**src/rtl/lap_stop_watch.sv**
```systemverilog
// BCD stopwatch/timer with up/down count, preset load, single-step, lap freeze and
// countdown-done flag, driving a multiplexed active-low 7-segment display.
module lap_stop_watch #(
  parameter int TICK_DIV = 100000,
  parameter int SCAN_DIV = 100000,
  parameter int DIGITS   = 4,
  parameter int DP_POS   = 3
) (
  input  logic                  clk,
  input  logic                  rst,
  input  logic [3:0]            btn,
  input  logic                  mode,
  input  logic                  load,
  input  logic [4*DIGITS-1:0]   preset,
  output logic [4*DIGITS-1:0]   count,
  output logic                  running,
  output logic                  done,
  output logic                  wrap,
  output logic [7:0]            D1_SEG,
  output logic [DIGITS-1:0]     D1_AN
);

  localparam int TW = (TICK_DIV > 2) ? $clog2(TICK_DIV) : 1;
  localparam int SW = (SCAN_DIV > 2) ? $clog2(SCAN_DIV) : 1;
  localparam int IW = $clog2(DIGITS);

  typedef enum logic [1:0] {S_IDLE, S_RUN, S_STEP, S_DONE} state_t;

  state_t              state, state_n;
  logic [3:0]          btn_q, btn_p;
  logic                load_q, load_p;
  logic                start_e, stop_e, step_e, lap_e, load_e;
  logic [TW-1:0]       tick_cnt;
  logic                tick;
  logic [SW-1:0]       scan_cnt;
  logic                scan;
  logic [IW-1:0]       scan_idx;
  logic                mode_q;
  logic                lap_hold;
  logic [4*DIGITS-1:0] lap_reg;
  logic [4*DIGITS-1:0] cnt_up, cnt_dn, disp_val;
  logic                up_carry, cnt_zero, carry, borrow;
  logic [3:0]          dig, disp_digit;

  // Active-low {g,f,e,d,c,b,a}; anything outside 0..9 is blanked.
  function automatic logic [6:0] seg7(input logic [3:0] d);
    case (d)
      4'd0:    return 7'h40;
      4'd1:    return 7'h79;
      4'd2:    return 7'h24;
      4'd3:    return 7'h30;
      4'd4:    return 7'h19;
      4'd5:    return 7'h12;
      4'd6:    return 7'h02;
      4'd7:    return 7'h78;
      4'd8:    return 7'h00;
      4'd9:    return 7'h10;
      default: return 7'h7F;
    endcase
  endfunction

  // NOTE: every clocked register uses <= so all flops sample pre-edge values together.
  always_ff @(posedge clk) begin
    if (rst) begin
      btn_q  <= '0;
      btn_p  <= '0;
      load_q <= 1'b0;
      load_p <= 1'b0;
    end else begin
      btn_q  <= btn;
      btn_p  <= btn_q;
      load_q <= load;
      load_p <= load_q;
    end
  end

  assign start_e = btn_q[0] & ~btn_p[0];
  assign stop_e  = btn_q[1] & ~btn_p[1];
  assign step_e  = btn_q[2] & ~btn_p[2];
  assign lap_e   = btn_q[3] & ~btn_p[3];
  assign load_e  = load_q & ~load_p;

  assign tick = (tick_cnt == TW'(TICK_DIV - 1));
  assign scan = (scan_cnt == SW'(SCAN_DIV - 1));

  always_ff @(posedge clk) begin
    if (rst) begin
      tick_cnt <= '0;
      scan_cnt <= '0;
      scan_idx <= '0;
    end else begin
      tick_cnt <= tick ? '0 : tick_cnt + 1'b1;
      scan_cnt <= scan ? '0 : scan_cnt + 1'b1;
      if (scan)
        scan_idx <= (scan_idx == IW'(DIGITS - 1)) ? '0 : scan_idx + 1'b1;
    end
  end

  // Ripple BCD increment/decrement; a non-BCD digit behaves as 9 when a carry or borrow reaches it.
  // NOTE: every variable written here gets a default first so no latch is inferred.
  always_comb begin
    cnt_up   = count;
    cnt_dn   = count;
    cnt_zero = 1'b1;
    carry    = 1'b1;
    borrow   = 1'b1;
    dig      = '0;
    for (int k = 0; k < DIGITS; k++) begin
      dig = count[4*k +: 4];
      if (dig != 4'd0) cnt_zero = 1'b0;
      if (carry) begin
        if (dig >= 4'd9) cnt_up[4*k +: 4] = 4'd0;
        else begin
          cnt_up[4*k +: 4] = dig + 4'd1;
          carry            = 1'b0;
        end
      end
      if (borrow) begin
        if (dig == 4'd0) cnt_dn[4*k +: 4] = 4'd9;
        else begin
          cnt_dn[4*k +: 4] = (dig > 4'd9) ? 4'd8 : dig - 4'd1;
          borrow           = 1'b0;
        end
      end
    end
    up_carry = carry;
  end

  always_ff @(posedge clk) begin
    if (rst) state <= S_IDLE;
    else     state <= state_n;
  end

  always_comb begin
    state_n = state;
    case (state)
      S_IDLE: begin
        // A coincident stop outranks start/step and keeps the watch idle.
        if (!stop_e) begin
          if (start_e)     state_n = S_RUN;
          else if (step_e) state_n = S_STEP;
        end
      end
      S_RUN: begin
        if (stop_e)                            state_n = S_IDLE;
        else if (tick && mode_q && cnt_zero)   state_n = S_DONE;
      end
      S_STEP: begin
        if (stop_e)    state_n = S_IDLE;
        else if (tick) state_n = (mode_q && cnt_zero) ? S_DONE : S_IDLE;
      end
      S_DONE: begin
        if (load_e || start_e) state_n = S_IDLE;
      end
      default: state_n = S_IDLE;
    endcase
  end

  always_comb begin
    running = (state == S_RUN) || (state == S_STEP);
    done    = (state == S_DONE);
  end

  always_ff @(posedge clk) begin
    if (rst) begin
      count    <= '0;
      lap_reg  <= '0;
      lap_hold <= 1'b0;
      mode_q   <= 1'b0;
      wrap     <= 1'b0;
    end else begin
      wrap <= 1'b0;
      if (state == S_IDLE && state_n != S_IDLE)
        mode_q <= mode;
      case (state)
        S_IDLE: begin
          if (load_e) count <= preset;
        end
        S_RUN: begin
          if (stop_e) lap_hold <= 1'b0;
          else begin
            if (lap_e) begin
              lap_hold <= ~lap_hold;
              if (!lap_hold) lap_reg <= count;
            end
            if (tick) begin
              if (!mode_q) begin
                count <= cnt_up;
                wrap  <= up_carry;
              end else if (!cnt_zero) count <= cnt_dn;
            end
          end
        end
        S_STEP: begin
          if (!stop_e && tick) begin
            if (!mode_q) begin
              count <= cnt_up;
              wrap  <= up_carry;
            end else if (!cnt_zero) count <= cnt_dn;
          end
        end
        S_DONE: begin
          if (load_e) count <= preset;
          // A lap freeze carried into DONE must not survive the return to IDLE.
          if (load_e || start_e) lap_hold <= 1'b0;
        end
        default: ;
      endcase
    end
  end

  assign disp_val   = lap_hold ? lap_reg : count;
  assign disp_digit = disp_val[4*scan_idx +: 4];

  always_ff @(posedge clk) begin
    if (rst) begin
      D1_AN  <= ~DIGITS'(1);
      D1_SEG <= {(DP_POS != 0), 7'h40};
    end else begin
      D1_AN  <= ~(DIGITS'(1) << scan_idx);
      D1_SEG <= {(scan_idx != IW'(DP_POS)), seg7(disp_digit)};
    end
  end

endmodule

```
**config.mk**
```make
export PLATFORM = sky130hd
export DESIGN_NAME = lap_stop_watch
export DESIGN_NICKNAME = d
export VERILOG_FILES = /design/src/rtl/lap_stop_watch.sv
export SDC_FILE = /design/constraint.sdc
export NUM_CORES = 1
export LEC_CHECK = 0
export ABC_AREA = 1
export CAP_MARGIN = 5
export CORE_MARGIN = 5
export CORE_UTILIZATION = 50
export CTS_CLUSTER_SIZE = 25
export DETAILED_ROUTE_END_ITERATION = 10
export PLACE_DENSITY = 0.72
export SKIP_CTS_REPAIR_TIMING = 1
export SYNTH_ARGS = -nofsm -noshare
export SYNTH_HDL_FRONTEND = slang
export SYNTH_SLANG_ARGS = --single-unit
```
**constraint.sdc**
```tcl
create_clock -name clk -period 5.6 [get_ports clk]
set_input_delay 0.84 -clock clk [delete_from_list [all_inputs] [get_ports clk]]
set_output_delay 0.84 -clock clk [all_outputs]
set_load 0.02 [all_outputs]
```
## Yosys cells after proc, flatten, opt, wreduce, memory -nomap -nowiden

Memory sizes are Yosys's and may differ from the RTL's. A register that Yosys moved wholly into a read port is not among the register bits.
Cells that the tools add are included.

| word-level totals | value |
|---|---|
| register bits | 95 |
| output and inout bits | 31 |
| bits of input ports | 24 |
| bits in read-only memories | 112 |
| memories | 1 |
| logic and storage cells | 150 |

Memory list:

| name | words | width | read ports | clocked after Yosys merged registers in | write ports | RTL line | RTL |
|---|---|---|---|---|---|---|---|
| (no name shown) | 16 | 7 | 1 | 1 | 0 | 47 | `case (d)` |

| operators by class | value |
|---|---|
| bitwise logic cells | 13 |
| eq/ne operators | 13 |
| shifts and indexed selects | 2 |
| mux-type cells | 62 |
| add/subtract/negate cells | 11 |
| reduce and logical (&&, ||, !) cells | 25 |
| $lt $le $gt $ge | 8 |

Operator list:

| operator | number |
|---|---|
| 16-bit 2-to-1 mux | 7 |
| 4-bit 2-to-1 mux | 18 |
| 16-bit one-hot mux with 3 select lines | 1 |
| 17-bit by 1-bit adder with 17-bit output (second input constant) | 2 |
| 17-bit equality test (second input constant) | 2 |
| 1-bit 2-to-1 mux | 23 |
| 2-bit 2-to-1 mux | 10 |
| 4-bit by 1-bit adder with 4-bit output (second input constant) | 4 |
| 4-bit >= comparator (second input constant) | 4 |
| 4-bit > comparator (second input constant) | 4 |
| 4-bit logical NOT | 4 |
| 4-bit nonzero test | 4 |
| 16-bit by 5-bit indexed part select with 4-bit output | 1 |
| 4-bit by 1-bit subtractor with 4-bit output (second input constant) | 4 |
| 2-bit one-hot mux with 4 select lines | 1 |
| 1-bit inverter | 7 |
| 2-bit equality test (second input constant) | 3 |
| 2-bit by 1-bit inequality test with 1-bit output (second input constant) | 3 |
| 2-bit inequality test (second input constant) | 3 |
| 3-bit AND reduction | 2 |
| 2-bit OR reduction | 3 |
| 1-bit bitwise AND | 5 |
| 1-bit logical AND | 5 |
| 4-bit inverter | 1 |
| other kinds (10) | 13 |

## Logic depth before layout (Yosys ltp)

| logic depth | value |
|---|---|
| word-level depth | 12 |
| gate-level depth with buffers | 14 |
| depth with buffers taken out | 14 |

## Worst setup path after synthesis

Ideal clock, no wire load.

| path | value |
|---|---|
| path type | register to register |
| start | reg state[0] |
| end | reg count[6] |
| path buffers | 1 |
| data required time | 5.530 ns |
| arrival | 1.846 ns |
| stages on the path, launching flop included | 10 |
| library setup time | 0.070 ns |
| setup slack | 3.685 ns |
| clock period less this slack | 1.915 ns |
| cell sequence | dfxtp_1 -> inv_1 -> ha_1 -> nand2_1 -> inv_1 -> clkbuf_1 -> nand2_1 -> o221ai_1 -> o21ai_1 -> a21oi_1 |

| between the ends | value |
|---|---|
| cells in the longest elaborated chain, start to end | 4 |
| elaborated cells on any way between the ends | 11 |
| classes of those cells | eq/ne: 7; mux: 1; reduce/logical: 3 |

RTL lines:

| element | RTL line | RTL |
|---|---|---|
| start, declared | 29 | `state_t state, state_n;` |
| start signal, assigned | 131 | `else state <= state_n;` |
| 2-bit equality test or 2-bit logical NOT (tied branches) | 175 | `case (state)` |
| 2-bit OR reduction (no source line) | - |  |
| 2-bit by 1-bit inequality test with 1-bit output (no source line) | - |  |
| 4-bit AND reduction (no source line) | - |  |
| end signal, assigned | 177 | `if (load_e) count <= preset;` |
| end signal, assigned | 188 | `count <= cnt_up;` |
| end signal, assigned | 190 | `end else if (!cnt_zero) count <= cnt_dn;` |
| end, declared | 15 | `output logic [4*DIGITS-1:0] count,` |

Several ways; a longest one is shown, not always the timed one.
A chain may end at the register's enable or synchronous reset.

## Worst setup path in the final report

| path | value |
|---|---|
| start | reg state[0] |
| end | out running |

| between the ends | value |
|---|---|
| cells in the longest elaborated chain, start to end | 2 |
| elaborated cells on any way between the ends | 3 |
| classes of those cells | eq/ne: 2; reduce/logical: 1 |

RTL lines:

| element | RTL line | RTL |
|---|---|---|
| 2-bit by 1-bit equality test with 1-bit output or 2-bit equality test (tied branches) | 160 | `running = (state == S_RUN) \|\| (state == S_STEP);` |
| 1-bit logical OR * | 160 |  |
| end, declared | 16 | `output logic running,` |

Every way passes the cells marked *; elsewhere a longest branch is shown, timed or not.

==> metrics.cfg <==
[placed_design]
hpwl_um=9520
numPortBuffers=54
globalplace.congestion=0.868

[pwr]
powerDensity_nw_per_um2=365
leakage_nw=2.46
irDropWorstVdd_uv=152

[sta]
finalCritPeriodShare_pct=48.3
post-route-min-period_ps=2700
rsz0062_at_grt=no
setup-tns-final_ps=0
slew_violations=0
max_slew_margin_pct=26.9
clock.fmax_ghz=0.370
fin_skew_ps=22.7
tightest_slew_ps=1090
hold_viol=0
setup_viol=0

[hold_path]
hold_path_class=flip-flop to flip-flop

[worst_setup_path]
cp-start-kind=flip-flop
critPathRequiredTime_ps=4760
crit_chain=inv_1 -> ha_1 -> clkdlybuf4s50_1
cp-end-kind=output pin
critPathArrivalTime_ps=1860
cp_top_family=buffers and inverters
path_buf_inv=2
cpPeakStageDelay_ps=630
crit_fanout=5
r2r_slack_ps=3120
critPathKind=flip-flop to output pin
slowest_stage=clkdlybuf4s50_1

[layout]
largest_registers=scan_cnt: 17 flops, tick_cnt: 17 flops
fin_nets=818
seq_area_sq_um=1880
fillers=988
syn_to_final_growth_pct=15.8
final_util_pct=58.9
most-common-layout-cells=nand2_1 (128), dfxtp_1 (94), inv_1 (91), nor2_1 (65), a21oi_1 (62)
multiInputGateArea_sq_um=2820
final_layout_size_suffix_gt1_share_pct=7.28
layout_commonest_cell=nand2_1
diodes=0

[grt]
grt_first_pass_wirelength_um=21600
grt_pass1_vias=4769
grt_max_degree=41
gr-total-overflow=0
gr-usage-all-layers_pct=20.4
antenna_found_initial=0

[synthesis]
yosys.area_share.simple_pct=26.1
yosysWarnings=0
async_reset_ff_share_pct=0
synthXorXnorAreaFrac_pct=4.38
yosysUniqueCellTypes=42
netlist_instances=719
ys.flop_type=dfxtp_1
synth_seq_area_share_pct=36.2
synth_compound_area_share_pct=16.4
synthMuxAreaShare_pct=0
syn_nets=773
syn_area_sq_um=5200
avgSynthCellArea_sq_um=7.23
synthAdderAreaFrac_pct=7.22
synth_top_family_by_area=simple AND/OR/NAND/NOR gates
synth_edf_count=0
yosys_register_bits=94

[floorplanning]
core.rowCount=37
die_w_um=112
start_util_pct=50.8
core_area_sq_um=10200
die_y_um=112
ioPinCount=55
die_area_sq_um=12500

[clocking]
cts_tree=yes
clock-sinks=94
path_clk_slew_ps=100
htreeDepth=3
cts_made_buffers=9
insertion_delay_ps=380
cts.path.max_buffers=2
root_buffer=clkbuf_8

[routing]
wirelength_um=12700
drc=0
drt-initial-drc-count=260
via_per_inst=5.34
num_vias=4831
detail_route.wl_per_cell_um=14.0
ant_nets=0
first_pass_iters=7

[run_status]
status=complete, no violations

[flow_run]
cap_violations=0

==> stage by stage <==
stage	hold WS [ps]	total power [mW]	cells	worst slack, ps	cell area [sq um]
finish	429	2.20	905	2900	6020
global route	468	2.35	905	2830	6020
CTS	431	2.20	905	2880	6020
detailed placement	414	1.74	889	3140	5810
global placement	409	1.71	889	3200	5810
floorplan	402	1.45	719	3680	5200
==> routing by layer <==
metal / vias to the layer above / wire, um / global-route usage (%)
li1: 2448 / - / -
met1: 2227 / 5550 / 25.5
met2: 133 / 6270 / 34.8
met3: 23 / 654 / 3.59
met5: - / 0 / 0
met4: 0 / 209 / 8.17
==> area by class of cell <==
| type | count | share of cell area (%) |
|---|---|---|
| sequential | 94 | 31.2 |
| tap | 136 | 2.82 |
| inverter | 103 | 6.50 |
| clock inverter | 7 | 1.43 |
| timing repair buffer | 56 | 9.22 |
| multi-input combinational | 500 | 46.7 |
| clock buffer | 9 | 2.06 |
==> cell usage after synthesis, types with 3 or more instances <==
cell type / number / share of area (%)
a211oi_1: 4 / 0.58
a21oi_1: 62 / 6.0
a31oi_1: 4 / 0.48
buf_2: 9 / 0.87
clkbuf_1: 10 / 0.72
dfxtp_1: 94 / 36
ha_1: 30 / 7.2
inv_1: 91 / 6.6
inv_2: 11 / 0.79
nand2_1: 128 / 9.2
nand2_2: 4 / 0.48
nand3_1: 55 / 5.3
nand4_1: 9 / 1.1
nor2_1: 65 / 4.7
nor2_2: 4 / 0.48
nor2_4: 3 / 0.65
nor3_1: 9 / 0.87
nor4_1: 4 / 0.48
o211ai_1: 12 / 1.7
o21a_1: 4 / 0.58
o21ai_0: 35 / 3.4
o21ai_1: 14 / 1.3
o221ai_1: 4 / 0.67
or2_2: 4 / 0.48
xnor2_1: 5 / 0.84
xor2_1: 21 / 3.5
==> worst min-delay path, delay by kind of cell (launching register included) <==
family | cells | cell delay, ps
AND/OR/NAND/NOR | 1 | 30
flip-flops | 1 | 310
buffers and inverters | 1 | 50
==> power by group <==
part / internal (mW) / switching, mW
sequential: 0.741 / 0.116
combinational: 0.337 / 0.542
clock: 0.180 / 0.282
total: 1.26 / 0.940
==> path summary, 6_finish.rpt <==
| check | from | endpoint | cells past startpoint |
|---|---|---|---|
| max | state[0] | running | 3 |
| min | btn_q[0] | btn_p[0] | 2 |
| max reg2reg | lap_hold | D1_SEG[0] | 9 |
| min reg2reg | btn_q[0] | btn_p[0] | 2 |
==> cells by family (layout without fill, tap and decap cells) <==
kind of cell	Yosys count	after routing
flops	94	94
simple gates	295	295
compound gates	149	149
fa+ha+maj	30	30
buf+inv	125	175
xor+xnor	26	26
Note: power is estimated with default switching activity, not from simulation.
